--- src/rtl/bridge_pkg.sv ---
// bridge_pkg: FSM state type, fixed AXI3 field values and the byte-strobe helper
// shared by sram_axi_bridge and axi_wstrb_gen.
package bridge_pkg;
    typedef enum logic [2:0] {IDLE, RD_ADDR, RD_DATA, WR, WR_RESP, RESP} bridge_state_t;
    localparam logic [1:0] AXI_BURST_INCR = 2'b01;
    localparam int INST_ID = 0;
    localparam int DATA_ID = 1;
    function automatic logic [3:0] size_to_wstrb(input logic [1:0] size, input logic [1:0] addr_lo);
        return size == 2'd0 ? 4'b0001 << addr_lo : size == 2'd1 ? 4'b0011 << addr_lo : 4'hf;
    endfunction
endpackage

--- src/rtl/axi_wstrb_gen.sv ---
// axi_wstrb_gen: byte-lane write strobe from transfer size and low address bits.
module axi_wstrb_gen
    import bridge_pkg::*;
(
    input  logic [1:0] i_size,
    input  logic [1:0] i_addr_lo,
    output logic [3:0] o_wstrb
);
    assign o_wstrb = size_to_wstrb(i_size, i_addr_lo);
endmodule

--- src/rtl/sram_axi_bridge.sv ---
// sram_axi_bridge: merges the core's inst/data sram-like ports into one AXI3 master, one transaction at a time.
// Define BRIDGE_ADDR_MAP_EN to fold kseg0/kseg1 addresses onto physical addresses on araddr/awaddr.
module sram_axi_bridge
    import bridge_pkg::*;
#(
    parameter int ID_W = 4
) (
    input  logic            clk,
    input  logic            rst,
    input  logic            i_inst_req,
    input  logic            i_inst_wr,
    input  logic [1:0]      i_inst_size,
    input  logic [31:0]     i_inst_addr,
    input  logic [31:0]     i_inst_wdata,
    output logic [31:0]     o_inst_rdata,
    output logic            o_inst_addr_ok,
    output logic            o_inst_data_ok,
    input  logic            i_data_req,
    input  logic            i_data_wr,
    input  logic [1:0]      i_data_size,
    input  logic [31:0]     i_data_addr,
    input  logic [31:0]     i_data_wdata,
    output logic [31:0]     o_data_rdata,
    output logic            o_data_addr_ok,
    output logic            o_data_data_ok,
    output logic [ID_W-1:0] o_arid,
    output logic [31:0]     o_araddr,
    output logic [3:0]      o_arlen,
    output logic [2:0]      o_arsize,
    output logic [1:0]      o_arburst,
    output logic [1:0]      o_arlock,
    output logic [3:0]      o_arcache,
    output logic [2:0]      o_arprot,
    output logic            o_arvalid,
    input  logic            i_arready,
    input  logic [ID_W-1:0] i_rid,
    input  logic [31:0]     i_rdata,
    input  logic [1:0]      i_rresp,
    input  logic            i_rlast,
    input  logic            i_rvalid,
    output logic            o_rready,
    output logic [ID_W-1:0] o_awid,
    output logic [31:0]     o_awaddr,
    output logic [3:0]      o_awlen,
    output logic [2:0]      o_awsize,
    output logic [1:0]      o_awburst,
    output logic [1:0]      o_awlock,
    output logic [3:0]      o_awcache,
    output logic [2:0]      o_awprot,
    output logic            o_awvalid,
    input  logic            i_awready,
    output logic [ID_W-1:0] o_wid,
    output logic [31:0]     o_wdata,
    output logic [3:0]      o_wstrb,
    output logic            o_wlast,
    output logic            o_wvalid,
    input  logic            i_wready,
    input  logic [ID_W-1:0] i_bid,
    input  logic [1:0]      i_bresp,
    input  logic            i_bvalid,
    output logic            o_bready
);
    bridge_state_t r_state;
    logic          r_src;
    logic          r_wr;
    logic [1:0]    r_size;
    logic [31:0]   r_addr;
    logic [31:0]   r_wdata;
    logic [31:0]   r_rdata;
    logic          r_arvalid, r_rready, r_awvalid, r_wvalid, r_bready;
    logic          r_inst_data_ok, r_data_data_ok;
    logic          w_idle, w_req_wr, w_aw_done, w_w_done;
    logic [1:0]    w_req_size;
    logic [31:0]   w_req_addr, w_req_wdata, w_bus_addr;
    logic [ID_W-1:0] w_id;
    logic          w_unused;

    assign w_idle         = r_state == IDLE;
    assign o_data_addr_ok = w_idle && i_data_req;
    assign o_inst_addr_ok = w_idle && i_inst_req && !i_data_req;
    assign w_req_wr       = i_data_req ? i_data_wr    : i_inst_wr;
    assign w_req_size     = i_data_req ? i_data_size  : i_inst_size;
    assign w_req_addr     = i_data_req ? i_data_addr  : i_inst_addr;
    assign w_req_wdata    = i_data_req ? i_data_wdata : i_inst_wdata;
    // a channel counts as done once its valid has dropped or is handshaking now
    assign w_aw_done      = !r_awvalid || i_awready;
    assign w_w_done       = !r_wvalid || i_wready;

`ifdef BRIDGE_ADDR_MAP_EN
    assign w_bus_addr = r_addr[31:30] == 2'b10 ? {3'b000, r_addr[28:0]} : r_addr;
`else
    assign w_bus_addr = r_addr;
`endif

    always_ff @(posedge clk) begin
        if (rst) begin
            r_state        <= IDLE;
            r_src          <= 1'b0;
            r_wr           <= 1'b0;
            r_size         <= '0;
            r_addr         <= '0;
            r_wdata        <= '0;
            r_rdata        <= '0;
            r_arvalid      <= 1'b0;
            r_rready       <= 1'b0;
            r_awvalid      <= 1'b0;
            r_wvalid       <= 1'b0;
            r_bready       <= 1'b0;
            r_inst_data_ok <= 1'b0;
            r_data_data_ok <= 1'b0;
        end else begin
            case (r_state)
                IDLE: if (i_data_req || i_inst_req) begin
                    r_src     <= i_data_req;
                    r_wr      <= w_req_wr;
                    r_size    <= w_req_size;
                    r_addr    <= w_req_addr;
                    r_wdata   <= w_req_wdata;
                    r_arvalid <= !w_req_wr;
                    r_awvalid <= w_req_wr;
                    r_wvalid  <= w_req_wr;
                    r_state   <= w_req_wr ? WR : RD_ADDR;
                end
                RD_ADDR: if (i_arready) begin
                    r_arvalid <= 1'b0;
                    r_rready  <= 1'b1;
                    r_state   <= RD_DATA;
                end
                RD_DATA: if (i_rvalid) begin
                    r_rready       <= 1'b0;
                    r_rdata        <= i_rdata;
                    r_inst_data_ok <= !r_src;
                    r_data_data_ok <= r_src;
                    r_state        <= RESP;
                end
                WR: begin
                    if (i_awready) r_awvalid <= 1'b0;
                    if (i_wready) r_wvalid <= 1'b0;
                    if (w_aw_done && w_w_done) begin
                        r_bready <= 1'b1;
                        r_state  <= WR_RESP;
                    end
                end
                WR_RESP: if (i_bvalid) begin
                    r_bready       <= 1'b0;
                    r_inst_data_ok <= !r_src;
                    r_data_data_ok <= r_src;
                    r_state        <= RESP;
                end
                RESP: begin
                    r_inst_data_ok <= 1'b0;
                    r_data_data_ok <= 1'b0;
                    r_state        <= IDLE;
                end
                default: r_state <= IDLE;
            endcase
        end
    end

    axi_wstrb_gen u_wstrb (
        .i_size   (r_size),
        .i_addr_lo(r_addr[1:0]),
        .o_wstrb  (o_wstrb)
    );

    assign w_id           = r_src ? ID_W'(DATA_ID) : ID_W'(INST_ID);
    assign o_inst_rdata   = r_rdata;
    assign o_data_rdata   = r_rdata;
    assign o_inst_data_ok = r_inst_data_ok;
    assign o_data_data_ok = r_data_data_ok;
    assign o_arid         = w_id;
    assign o_araddr       = w_bus_addr;
    assign o_arlen        = 4'd0;
    assign o_arsize       = {1'b0, r_size};
    assign o_arburst      = AXI_BURST_INCR;
    assign o_arlock       = 2'd0;
    assign o_arcache      = 4'd0;
    assign o_arprot       = 3'd0;
    assign o_arvalid      = r_arvalid;
    assign o_rready       = r_rready;
    assign o_awid         = w_id;
    assign o_awaddr       = w_bus_addr;
    assign o_awlen        = 4'd0;
    assign o_awsize       = {1'b0, r_size};
    assign o_awburst      = AXI_BURST_INCR;
    assign o_awlock       = 2'd0;
    assign o_awcache      = 4'd0;
    assign o_awprot       = 3'd0;
    assign o_awvalid      = r_awvalid;
    assign o_wid          = w_id;
    assign o_wdata        = r_wdata;
    assign o_wlast        = 1'b1;
    assign o_wvalid       = r_wvalid;
    assign o_bready       = r_bready;
    // response ids/status are deliberately ignored: no bus-error path back to the core
    assign w_unused       = ^{i_rid, i_rresp, i_rlast, i_bid, i_bresp, r_wr};
endmodule
--- config.mk ---
export PLATFORM = sky130hd
export DESIGN_NAME = sram_axi_bridge
export DESIGN_NICKNAME = d
export VERILOG_FILES = /design/src/rtl/bridge_pkg.sv /design/src/rtl/axi_wstrb_gen.sv /design/src/rtl/sram_axi_bridge.sv
export SDC_FILE = /design/constraint.sdc
export NUM_CORES = 1
export LEC_CHECK = 0
export CAP_MARGIN = 5
export CORE_MARGIN = 2
export CORE_UTILIZATION = 25
export DETAILED_ROUTE_END_ITERATION = 6
export PLACE_DENSITY = 0.65
export SYNTH_ARGS = -nofsm -noshare
export SYNTH_HDL_FRONTEND = slang
export SYNTH_SLANG_ARGS = --single-unit
--- constraint.sdc ---
create_clock -name clk -period 3.8 [get_ports clk]
set_clock_uncertainty 0.2 [all_clocks]
set_input_delay 0.76 -clock clk [delete_from_list [all_inputs] [get_ports clk]]
set_output_delay 0.76 -clock clk [all_outputs]
set_load 0.02 [all_outputs]
==> flow_summary.ini <==
[logic_synthesis]
synth_compound_area_share_pct = 19.2
ys_types = 37
ys.flop_type = dfxtp_1
syn_area_um2 = 5920
synth_xor_area_share_pct = 0
synth_warnings = 0
synthMuxAreaShare_pct = 11.7
synth-async-reset-ratio_pct = 0
avgSynthCellArea_um2 = 9.36
synth-simple-area-share_pct = 11.7
synth-seq-cells = 109
synth_edf_count = 0
synth_adder_area_share_pct = 0.845
synth_top_family_by_area = buffers and inverters
syn_inst = 633
yosysSeqAreaShare_pct = 36.8

[place]
routabilityCongestion = 0.752
portBuffers = 354
placedCellCount = 1196
dp_hpwl_mm = 13.4

[global_routing]
grt_max_degree = 73
antenna_found_initial = 0
grt_pass1_vias = 4613
grt_pass1_wl_mm = 25.2
track_usage_pct = 13.2
grt_overflow_total = 0

[cells_and_area]
fin_nets = 1080
drive_gt1_share_pct = 10.7
fill_cells = 2377
fin_cells = 1211
n_antenna_cell = 0
synthToLayoutAreaGrowth_pct = 56.4

[route]
drt_first_pass_iters = 4
drcViolationCount = 0
wl_per_cell_um = 14.7
vias = 5030
ant_nets = 0
drtIter0Drc = 151
drt_wl_total_mm = 17.8
viasPerCell = 4.15

[cts]
cts_hold_buffers = 0
clkLatencyLatePin_ns = 0.35
h-tree-depth = 3
clock_path_buffers = 2
cts_setup_buffers = 0
cts_buffers = 9
root_buffer = clkbuf_16
path_clk_slew_ns = 0.08
clkSinkCount = 109
cts_tree = yes
cts.repair.resized = 0

[setup_path]
cp.required_ns = 2.84
path_cells = clkdlybuf4s50_1, nand2_1, nor2_1, clkdlybuf4s50_1
cpMostUsedCell = clkdlybuf4s50_1
critical_path.startpoint = i_inst_req
r2r_slack_ns = 1.78
r2r_cells = 5
cp-start-kind = primary input
end_kind = output port
cp_num_cells = 4
r2r_end = o_inst_data_ok
path_max_fanout = 3
crit_path_top_delay_cell = clkdlybuf4s50_1
cpPeakStageDelay_ns = 0.63
cp-endpoint = o_inst_addr_ok
worstPathArrival_ns = 2.16
path_class = primary input to output port
path_buf_inv = 2
cpLargestDelayFamily = buffers and inverters
r2r-start = r_state[0]

[die]
pin_count = 410
num_rows = 56
die_area_um2 = 24900
start_util_pct = 25.4
core_um2 = 23300
fp.dieW_um = 158
die_height_um = 158

[timing]
final.setup.tns_ns = 0
fmax_mhz = 321
rsz0062_at_grt = no
finalSetupViolCount = 0
min_period_ns = 3.12
finalCritPeriodShare_pct = 82.0
slew_viol_final = 0
worstMarginPinSlew_ns = 1.03
hold_viol = 0
slew_headroom_pct = 31.2

[power_and_ir_drop]
power_mw = 5.24
p_per_area_nw_per_um2 = 566
total_leakage_power_nw = 3.44
peakVddDrop_uv = 283

[run]
max_cap_violations = 0

[hold_path]
hp-start = o_data_rdata[9]
worstHoldPathType = register to register

[outcome]
status = finished, final reports clean
## area by class of cell
| class | instances | area, um^2 | share of cell area [%] |
|---|---|---|---|
| Clock inverter | 6 | 71.3 | 0.770 |
| Clock buffer | 9 | 225 | 2.43 |
| Tap cell | 319 | 399 | 4.31 |
| Sequential cell | 109 | 2180 | 23.6 |
| Timing Repair Buffer | 361 | 3630 | 39.2 |
| Inverter | 5 | 18.8 | 0.203 |
| Multi-Input combinational cell | 402 | 2740 | 29.6 |
## worst register-to-register path: stages (launching register included)
cell and delay (ns):
dfxtp_1 0.69, nand4bb_1 0.21, buf_4 0.34, o31ai_1 0.22, mux2i_1 0.18, nor2_1 0.05
## worst min path at each step
stage	end	slack, ns	depth (start not counted)
6_report	o_data_rdata[9]	0.28	2
5_1_grt	o_data_rdata[9]	0.30	2
4_1_cts	o_data_rdata[9]	0.28	2
3_5_place_dp	o_data_rdata[28]	0.27	2
3_3_place_gp	o_data_rdata[18]	0.26	2
2_1_floorplan	r_src	0.33	2
## synth_stat cells, types with 2 or more instances
cell type	n	share of area, %
buf_4	117	15
dfxtp_1	109	37
nor2_1	76	4.8
nand2_1	69	4.4
mux2i_1	68	11
a211oi_2	66	14
a21oi_1	36	3.0
clkbuf_1	15	0.95
buf_6	12	2.3
buf_2	11	0.93
nand2b_1	6	0.63
inv_1	5	0.32
ha_1	4	0.84
nor2b_1	4	0.42
o21ai_0	4	0.34
nand3_1	3	0.25
o31ai_1	3	0.38
a2111oi_0	2	0.30
a31oi_1	2	0.21
and3_1	2	0.21
conb_1	2	0.13
nor3_1	2	0.17
## layout by cell type (no fill, tap or decap), drive strengths merged, types with 2 or more instances in the layout
master         synthesis  layout
mux2i                 68      68
clkbuf                15       9
o31ai                  3       3
nand2                 69      69
a21oi                 36      36
buf                  142       9
and3                   2       2
nand3                  3       3
nand2b                 6       6
nor2b                  4       4
conb                   2      42
nor2                  76      76
inv                    5       8
o21ai                  4       4
a31oi                  2       2
ha                     4       4
a2111oi                2       2
a211oi                67      67
clkdlybuf4s50          0     352
dfxtp                109     109
nor3                   3       3
## stage by stage
step / setup WS [ns] / area, um^2 / hold slack [ns] / utilization (%)
floorplan: 1.25 / 6070 / 0.331 / -
global placement: 0.669 / 8970 / 0.263 / 38.4
detailed placement: 0.683 / 8970 / 0.268 / 38.4
CTS: 0.674 / 9260 / 0.280 / 39.7
global route: 0.625 / 9260 / 0.295 / 39.7
finish: 0.685 / 9260 / 0.275 / 39.7
## metal layers
metal  wire (um)  part of all wire, %  track usage (%)  vias up
met5           0                    0                0        -
met3        1460                  8.2             3.94        7
met4         176                 0.99             3.29        0
met1        7330                   41             15.7     2317
li1            -                    -                -     2499
met2        8800                   50             23.1      207
## where the power goes
part           switching, mW  leakage (nW)  internal [mW]
Combinational           1.38          2.40           1.24
Sequential             0.229         0.897           1.41
Clock                  0.458         0.144          0.517
Total                   2.07          3.44           3.17
## cell families (layout without fill, tap and decap cells)
| family | Yosys count | count (layout) |
|---|---|---|
| and+or+nand+nor | 167 | 167 |
| buffers and inverters | 162 | 381 |
| AOI/OAI and AO/OA | 120 | 120 |
| DFF | 109 | 109 |
| muxes | 69 | 69 |
| adders and majority gates | 4 | 4 |
| other | 2 | 42 |
## registers in the layout, indices dropped and copies added, names as in the netlist
| signal | cells |
|---|---|
| o_araddr | 32 |
| o_data_rdata | 32 |
| o_wdata | 32 |
| r_state | 3 |
| r_size | 2 |
| o_arvalid | 1 |
| o_awvalid | 1 |
| o_bready | 1 |
| o_data_data_ok | 1 |
| o_inst_data_ok | 1 |
| o_rready | 1 |
| o_wvalid | 1 |
| r_src | 1 |
No activity file was read; power rests on OpenSTA's default activity.
